===== config.mk =====
export PLATFORM = sky130hd
export DESIGN_NAME = lane_arbiter
export DESIGN_NICKNAME = d
export VERILOG_FILES = /design/src/rtl/lane_arbiter.sv
export SDC_FILE = /design/constraint.sdc
export NUM_CORES = 1
export LEC_CHECK = 0
export CORE_MARGIN = 5
export CORE_UTILIZATION = 60
export DETAILED_ROUTE_END_ITERATION = 8
export GPL_ROUTABILITY_DRIVEN = 1
export PLACE_DENSITY = 0.92
export SLEW_MARGIN = 20
export SYNTH_ARGS = -nofsm -noshare
export SYNTH_HDL_FRONTEND = slang
export SYNTH_SLANG_ARGS = --single-unit

===== constraint.sdc =====
create_clock -name clk_2f -period 5.85 [get_ports clk_2f]
set_input_delay 0.585 -clock clk_2f [delete_from_list [all_inputs] [get_ports clk_2f]]
set_output_delay 0.585 -clock clk_2f [all_outputs]
set_load 0.02 [all_outputs]

===== src/rtl/lane_arbiter.sv =====
// Two-channel byte arbiter: per-channel FIFOs, SYNC idle preamble,
// then round-robin draining onto one registered output lane.
module lane_arbiter #(
   parameter int         FIFO_DEPTH  = 4,
   parameter int         SYNC_CYCLES = 4,
   parameter logic [7:0] IDLE_CHAR   = 8'hBC
) (
   input  logic       clk_2f,
   input  logic       reset,
   input  logic [7:0] data_in_0_c,
   input  logic       valid_in_0_c,
   input  logic [7:0] data_in_1_c,
   input  logic       valid_in_1_c,
   output logic [7:0] data_out,
   output logic       valid_out,
   output logic       sel_out,
   output logic       full_0,
   output logic       full_1,
   output logic [3:0] drop_cnt_0,
   output logic [3:0] drop_cnt_1,
   output logic [1:0] state_out
);

   localparam int AW = $clog2(FIFO_DEPTH);
   localparam int CW = $clog2(FIFO_DEPTH + 1);
   localparam int SW = (SYNC_CYCLES > 1) ? $clog2(SYNC_CYCLES) : 1;

   typedef enum logic [1:0] {
      ST_RESET  = 2'd0,
      ST_SYNC   = 2'd1,
      ST_ACTIVE = 2'd2
   } state_t;

   state_t state;
   logic [SW-1:0] sync_cnt;
   logic last_grant;

   logic [7:0] mem [2][FIFO_DEPTH];
   logic [1:0][AW-1:0] wr_ptr;
   logic [1:0][AW-1:0] rd_ptr;
   logic [1:0][CW-1:0] count;
   logic [1:0][3:0] drop_cnt;

   logic [1:0]      vld;
   logic [1:0][7:0] din;
   logic [1:0]      full;
   logic [1:0]      empty;
   logic [1:0]      push;
   logic [1:0]      drop;
   logic [1:0]      pop;
   logic            gnt_any;
   logic            gnt_ch;
   logic [7:0]      pop_data;

   assign vld = {valid_in_1_c, valid_in_0_c};
   assign din = {data_in_1_c, data_in_0_c};

   // All flags come from pre-edge counts: no same-edge bypass.
   always_comb begin
      for (int c = 0; c < 2; c++) begin
         full[c]  = (count[c] == CW'(FIFO_DEPTH));
         empty[c] = (count[c] == '0);
         push[c]  = vld[c] && !full[c] && (state != ST_RESET);
         drop[c]  = vld[c] && full[c];
      end
   end

   always_comb begin
      gnt_any = 1'b0;
      gnt_ch  = last_grant;
      if (state == ST_ACTIVE) begin
         unique case (1'b1)
            !empty[0] && !empty[1]: begin
               gnt_any = 1'b1;
               gnt_ch  = ~last_grant;
            end
            !empty[0] && empty[1]: begin
               gnt_any = 1'b1;
               gnt_ch  = 1'b0;
            end
            empty[0] && !empty[1]: begin
               gnt_any = 1'b1;
               gnt_ch  = 1'b1;
            end
            default: ;
         endcase
      end
   end

   assign pop      = gnt_any ? (gnt_ch ? 2'b10 : 2'b01) : 2'b00;
   assign pop_data = mem[gnt_ch][rd_ptr[gnt_ch]];

   always_ff @(posedge clk_2f) begin
      for (int c = 0; c < 2; c++) begin
         if (push[c]) mem[c][wr_ptr[c]] <= din[c];
      end
   end

   always_ff @(posedge clk_2f or negedge reset) begin
      if (!reset) begin
         wr_ptr   <= '0;
         rd_ptr   <= '0;
         count    <= '0;
         drop_cnt <= '0;
      end else begin
         for (int c = 0; c < 2; c++) begin
            if (push[c]) wr_ptr[c] <= wr_ptr[c] + 1'b1;
            if (pop[c])  rd_ptr[c] <= rd_ptr[c] + 1'b1;
            unique case ({push[c], pop[c]})
               2'b10:   count[c] <= count[c] + 1'b1;
               2'b01:   count[c] <= count[c] - 1'b1;
               default: ;
            endcase
            if (drop[c] && drop_cnt[c] != 4'hF)
               drop_cnt[c] <= drop_cnt[c] + 1'b1;
         end
      end
   end

   always_ff @(posedge clk_2f or negedge reset) begin
      if (!reset) begin
         state      <= ST_RESET;
         sync_cnt   <= '0;
         last_grant <= 1'b1;
         data_out   <= IDLE_CHAR;
         valid_out  <= 1'b0;
         sel_out    <= 1'b0;
      end else begin
         unique case (state)
            ST_RESET: begin
               state    <= ST_SYNC;
               sync_cnt <= '0;
            end
            ST_SYNC: begin
               if (sync_cnt == SW'(SYNC_CYCLES - 1)) begin
                  state    <= ST_ACTIVE;
                  sync_cnt <= '0;
               end else begin
                  sync_cnt <= sync_cnt + 1'b1;
               end
            end
            ST_ACTIVE: ;
            default: state <= ST_RESET;
         endcase
         if (gnt_any) begin
            data_out   <= pop_data;
            valid_out  <= 1'b1;
            sel_out    <= gnt_ch;
            last_grant <= gnt_ch;
         end else begin
            data_out  <= IDLE_CHAR;
            valid_out <= 1'b0;
         end
      end
   end

   assign full_0     = full[0];
   assign full_1     = full[1];
   assign drop_cnt_0 = drop_cnt[0];
   assign drop_cnt_1 = drop_cnt[1];
   assign state_out  = state;

endmodule


==> results.toml, run 1 <==
[synthesis]
synth_area_um2 = 4155
ys_async_sr_fraction_pct = 36.63
avgSynthCellArea_um2 = 17.03
synth_top_family_by_area = "multiplexers"
synth-compound-area-share_pct = 4.216
synthMuxAreaShare_pct = 10.78
synth_simple_gate_area_share_pct = 5.540
synth_seq_area_share_pct = 68.71
synthCells = 244
yosys.cell_types.count = 41
synth-main-ff-cell = "edfxtp_1"
synth-edff-count = 64
synth-xor-area-share_pct = 3.132
yosys_warnings = 0
synthAdderAreaFrac_pct = 4.878
syn_nets = 279
synth_seq_cells = 101

[die]
ioPinCount = 42
die_x_um = 93.22
dieArea_um2 = 8690
start_util_pct = 61.50
dieHeight_um = 93.22
std_cell_rows = 30
core_area_um2 = 6756

[worst_setup_path]
cp.arrival_ps = 2900
worst-setup-path-type = "reg -> reg"
reg2reg_depth = 9
worstSetupEndpointType = "register"
worstPathMaxFanout = 11
worst_ep_required_time_ps = 6130
cp-start-kind = "register"

[clock_tree]
cts_inserted_buffers = 9
cts.sinks = 101
cts_resized = 0
path_clk_slew_ps = 100
cts_root_buffer = "clkbuf_8"
cts.htree.levels = 3
insertion_delay_ps = 360
cts_tree = "yes"
hold_buffers = 0
clockBufferDepth = 2
cts_setup_buffers = 0

[job]
cap_viol_max_count = 0

[timing]
relSlewSlack_pct = 35.18
slew_viol_final = 0
grt_setup_unrepaired = "no"
fmax_ghz = 0.3821
tns_ps = 0
setup-violations-final = 0
fin_crit_sh_pct = 44.73
hold_viol = 0
fin_crit_ps = 2617
whs_ps = 305.0
tightestPinTransition_ps = 968.1
finalClockSkew_ps = 9.051

[routing]
drt_iter0_markers = 69
dr_wl_met3_um = 322
wl_met1_mm = 3.184
drcViolationCount = 0
wire_per_inst_um = 19.15
dr_wl_met2_mm = 3.508
via_count = 2168
postRouteWirelength_mm = 7.162
routed.top_layer = "met4"
viasPerCell = 5.797
drt-pass1-iter-count = 4
ant_nets = 0

[place]
finalWeightedCongestion = 0.7254
dp_hpwl_mm = 4.972
portBuffers = 41
dpl-instance-area_um2 = 4622
dp_cells = 358

[layout]
seq_area_um2 = 2855
areaGrowthSynthToFinish_pct = 15.81
design_area_um2 = 4812
n_antenna_cell = 0
finish.utilization_pct = 71.22
nFillCells = 435
instances_no_fill = 374
drive_above_1_share_pct = 17.01
multi_input_area_um2 = 1186
nNetsFinal = 324

[power]
power_density_nw_per_um2 = 521.0
leakage_uw = 0.001814
ir_worst_vdd_uv = 335.8

[global_routing]
grt_pass1_vias = 2249
grt_max_degree = 38
gr-usage-all-layers_pct = 17.79
overflow = 0
antenna_found_initial = 0
grt_pass1_wl_mm = 11.43

[status]
status = "complete, no violations"

[hold_path]
hold_class = "in -> async"
-- routing by layer --
metal / vias up / global-route usage, %
met5: - / 0
met4: 0 / 7.326
met3: 11 / 3.862
met2: 72 / 28.35
met1: 1090 / 23.98
li1: 995 / -
-- worst paths after layout --
check | startpoint | end | slack, ps
worst max-delay path | count[3] | count[2] | 3230
min in group clk_2f | sync_cnt[1] | sync_cnt[1] | 510
worst min register to register | sync_cnt[1] | sync_cnt[1] | 510
max in group asynchronous | reset | count[2] | 5020
worst min-delay path | reset | drop_cnt_1[0] | 300
worst max register to register | count[3] | count[2] | 3230
-- layout by cell type, fill, tap and decap left out, types with 3 or more instances in the layout --
cell type	Yosys	final
o21ai_0	5	5
dfstp_2	6	6
o22a_1	5	5
and2_1	8	8
xor2_1	5	5
mux4_2	16	16
o22ai_1	3	3
a21oi_1	4	4
mux2_2	6	6
nand2b_1	3	3
nor2b_1	3	3
nor2_1	5	5
ha_1	13	13
xnor2_1	8	8
inv_1	20	20
clkdlybuf4s50_1	0	40
nand2_1	5	5
edfxtp_1	64	64
inv_8	0	3
clkbuf_8	0	9
dfrtp_1	31	31
-- flip-flops by register name (all words and copies together) (netlist names) --
register    cells
valid_out       1
count           6
drop_cnt_1      4
last_grant      1
state_out       2
data_out        8
mem            64
wr_ptr          4
rd_ptr          4
sync_cnt        2
drop_cnt_0      4
sel_out         1
-- Yosys cell counts, types with 2 or more instances --
| cell | number | area (µm²) |
|---|---|---|
| fa_1 | 2 | 40.04 |
| mux2_2 | 6 | 67.56 |
| xnor2_1 | 8 | 70.07 |
| ha_1 | 13 | 162.7 |
| a21oi_1 | 4 | 20.02 |
| clkbuf_1 | 2 | 7.510 |
| nor2b_1 | 3 | 18.77 |
| xor2_1 | 5 | 43.79 |
| dfstp_2 | 6 | 157.7 |
| buf_2 | 4 | 20.02 |
| a31oi_1 | 2 | 12.51 |
| o22ai_1 | 3 | 18.77 |
| o22a_1 | 5 | 43.79 |
| mux2i_1 | 2 | 20.02 |
| and4bb_2 | 2 | 25.02 |
| inv_1 | 20 | 75.07 |
| nand2_1 | 5 | 18.77 |
| o21ai_0 | 5 | 25.02 |
| nor2_1 | 5 | 18.77 |
| nand3_1 | 2 | 10.01 |
| nor3b_1 | 2 | 15.01 |
| nand4_1 | 2 | 12.51 |
| nand2b_1 | 3 | 18.77 |
| edfxtp_1 | 64 | 1922 |
| and2_1 | 8 | 50.05 |
| mux4_2 | 16 | 360.4 |
| dfrtp_1 | 31 | 775.7 |
-- critical path, cell delays in order, from the launching register on --
cell and delay [ps]:
dfrtp_1 450, nor3_2 400, o211ai_1 450, inv_1 170, ha_1 190, inv_1 60
fa_1 370, xor2_1 150, nor2_1 130, xor2_1 170
-- power breakdown --
group	internal (µW)	switching (µW)
logic	468	444
registers	996	175
clock network	166	258
total	1630	877
-- cells by family (layout without fill, tap and decap cells) --
group	Yosys count	count (layout)
multiplexers	24	24
XOR/XNOR	14	14
flip-flops	101	101
AND/OR/NAND/NOR	37	37
adder cells (fa/ha/maj)	15	15
AO/OA/AOI/OAI	26	26
buffers and inverters	27	77
-- metrics by stage --
step	setup slack, ps	total power [µW]
5_1_grt	3011	2670
3_3_place_gp	3369	2053
4_1_cts	3224	2535
2_1_floorplan	3450	1799
6_report	3233	2507
3_5_place_dp	3295	2106
-- layout make-up --
cell class	count	area share, %
sequential	101	59.33
multi-input combinational	116	24.65
timing repair buffer	41	8.424
clock buffer	9	2.574
tap	80	2.080
inverter	20	1.560
clock inverter	7	1.378
Note: power is estimated with default switching activity, not from simulation.
==> inputs of run 2 (changes only) <==
CORE_UTILIZATION = 56   (was 60)
PLACE_DENSITY = 0.88   (was 0.92)
clock period = 2.6 ns   (was 5.85 ns; I/O delays follow)
==> run 2 against run 1 <==
Net effect:
- the flow now finishes with violations (negative hold slack)
- final cell count grew 6.1%
- power is 130% higher
- sequential power is 120% higher
- die area increased by 6.4%
- register-to-register slack lost 3000 ps
- sequential share of layout area down 0.94 points
- first-iteration DRC count up 110%
- maximum frequency grew 9.2%
- clock skew is 3.6 ps lower
- critical endpoint is now count[5]
==> results.toml, run 2 (synthesized netlist as in run 1, its figures left out) <==
[routing]
wire_per_inst_um = 17.13
postRouteWirelength_mm = 6.800
ant_nets = 0
drt_iter0_markers = 146
drcViolationCount = 0
viasPerCell = 5.431
drt-pass1-iter-count = 4
via_count = 2156

[power]
combPwrFrac_pct = 36.0
leakage_uw = 0.001848
p_clk_share_pct = 18.3
switchingPower_uw = 1880
pwr-share-seq_pct = 45.7
power_density_nw_per_um2 = 1177
p_int_uw = 3875
switching_share_pct = 32.67
finalPower_uw = 5755
ir_worst_vdd_uv = 798.8

[clock_tree]
cts.htree.levels = 3
hold_buffers = 0
insertion_delay_ps = 350
cts_setup_buffers = 0
cts_tree = "yes"
cts_inserted_buffers = 9
path_clk_slew_ps = 90
clockBufferDepth = 2
cts_resized = 0
cts_root_buffer = "clkbuf_8"
cts.sinks = 101

[worst_setup_path]
worstPathMaxFanout = 5
worstSetupEndpointType = "register"
cp-startpoint = "count[2]"
worst-setup-path-type = "reg -> reg"
worstReg2RegStart = "count[2]"
worst_ep_required_time_ps = 2870
cp.arrival_ps = 2670
cp-start-kind = "register"

[die]
die_x_um = 96.14
dieHeight_um = 96.14
core_area_um2 = 7253
dieArea_um2 = 9243
start_util_pct = 57.29
ioPinCount = 42
std_cell_rows = 31

[job]
cap_viol_max_count = 0

[global_routing]
antenna_found_initial = 0
grt_pass1_vias = 2311
grt_max_degree = 38
gr-usage-all-layers_pct = 16.30
overflow = 0
grt_pass1_wl_mm = 11.07

[place]
finalWeightedCongestion = 0.8000
portBuffers = 41
dp_hpwl_mm = 4.771

[timing]
fmax_ghz = 0.4173
relSlewSlack_pct = 45.24
tightestPinTransition_ps = 821.4
grt_setup_unrepaired = "no"
whs_ps = -1.486
fin_crit_ps = 2397
setup-violations-final = 0
tns_ps = 0
hold_viol = 3
slew_viol_final = 0
fin_crit_sh_pct = 92.17
finalClockSkew_ps = 5.446

[layout]
drive_above_1_share_pct = 17.79
areaGrowthSynthToFinish_pct = 17.68
final_common_cell = "edfxtp_1"
final_cell_mix = "edfxtp_1, clkdlybuf4s50_1, dfrtp_1"
largest_reg_flops = 64
n_antenna_cell = 0
nNetsFinal = 328

[hold_path]
hold_class = "in -> async"

[status]
status = "finished with violations"
failed_checks = "negative hold slack"
-- run 2: metal layers --
| layer | routed length [µm] | GRT usage, % | part of all wire (%) |
|---|---|---|---|
| met5 | 0 | 0 | 0 |
| met4 | 96 | 6.043 | 1.4 |
| met3 | 351 | 3.909 | 5.2 |
| met2 | 3491 | 27.72 | 51 |
| met1 | 2862 | 20.25 | 42 |
-- run 2: path summary, 6_finish.rpt --
check | to | slack (ps) | depth (start not counted)
min in group clk_2f | sel_out | 500 | 1
worst max-delay path | count[5] | 200 | 9
worst min-delay path | drop_cnt_1[2] | -1 | 1
worst min register to register | sel_out | 500 | 1
max in group asynchronous | wr_ptr[1] | 2090 | 1
worst max register to register | count[5] | 200 | 9
-- run 2: per-stage QoR --
stage	util (%)	instances	setup WS (ps)	cell area (µm²)
after CTS	67.41	397	180.1	4890
after global routing	67.41	397	44.96	4890
final	67.41	397	203.5	4890
after floorplan	-	244	199.9	4155
after detailed placement	64.46	381	252.9	4676
after global placement	64.46	381	358.2	4676
-- run 2: critical path: stages (launching register included) --
cell	delay, ps
dfrtp_1	440
or3_4	420
a211o_1	320
inv_1	80
ha_1	190
inv_1	70
fa_1	370
xor2_1	150
nor2_1	130
xor2_1	160
-- run 2: power groups by stage --
stage                     Sequential [µW]  Clock (µW)  Combinational (µW)
final                                2630        1050                2070
after floorplan                      2630           0                1420
after CTS                            2650        1080                2120
after detailed placement             2680           0                2100
after global placement               2650           0                2010
after global routing                 2700        1140                2270
-- run 2: area by class of cell --
type	instances	area [µm²]
inverters	20	75.07
well taps	99	123.9
multi-input cells	116	1186
clock buffers	10	127.6
flip-flops and latches	101	2855
clock inverters	6	86.33
fillers	513	2364
repair buffers	45	435.4
==> inputs of run 3 (changes only) <==
ABC_AREA = 0   (was not set)
==> results of run 3 <==
Same layout as run 2: the final DEF is identical, and so are final timing and power.
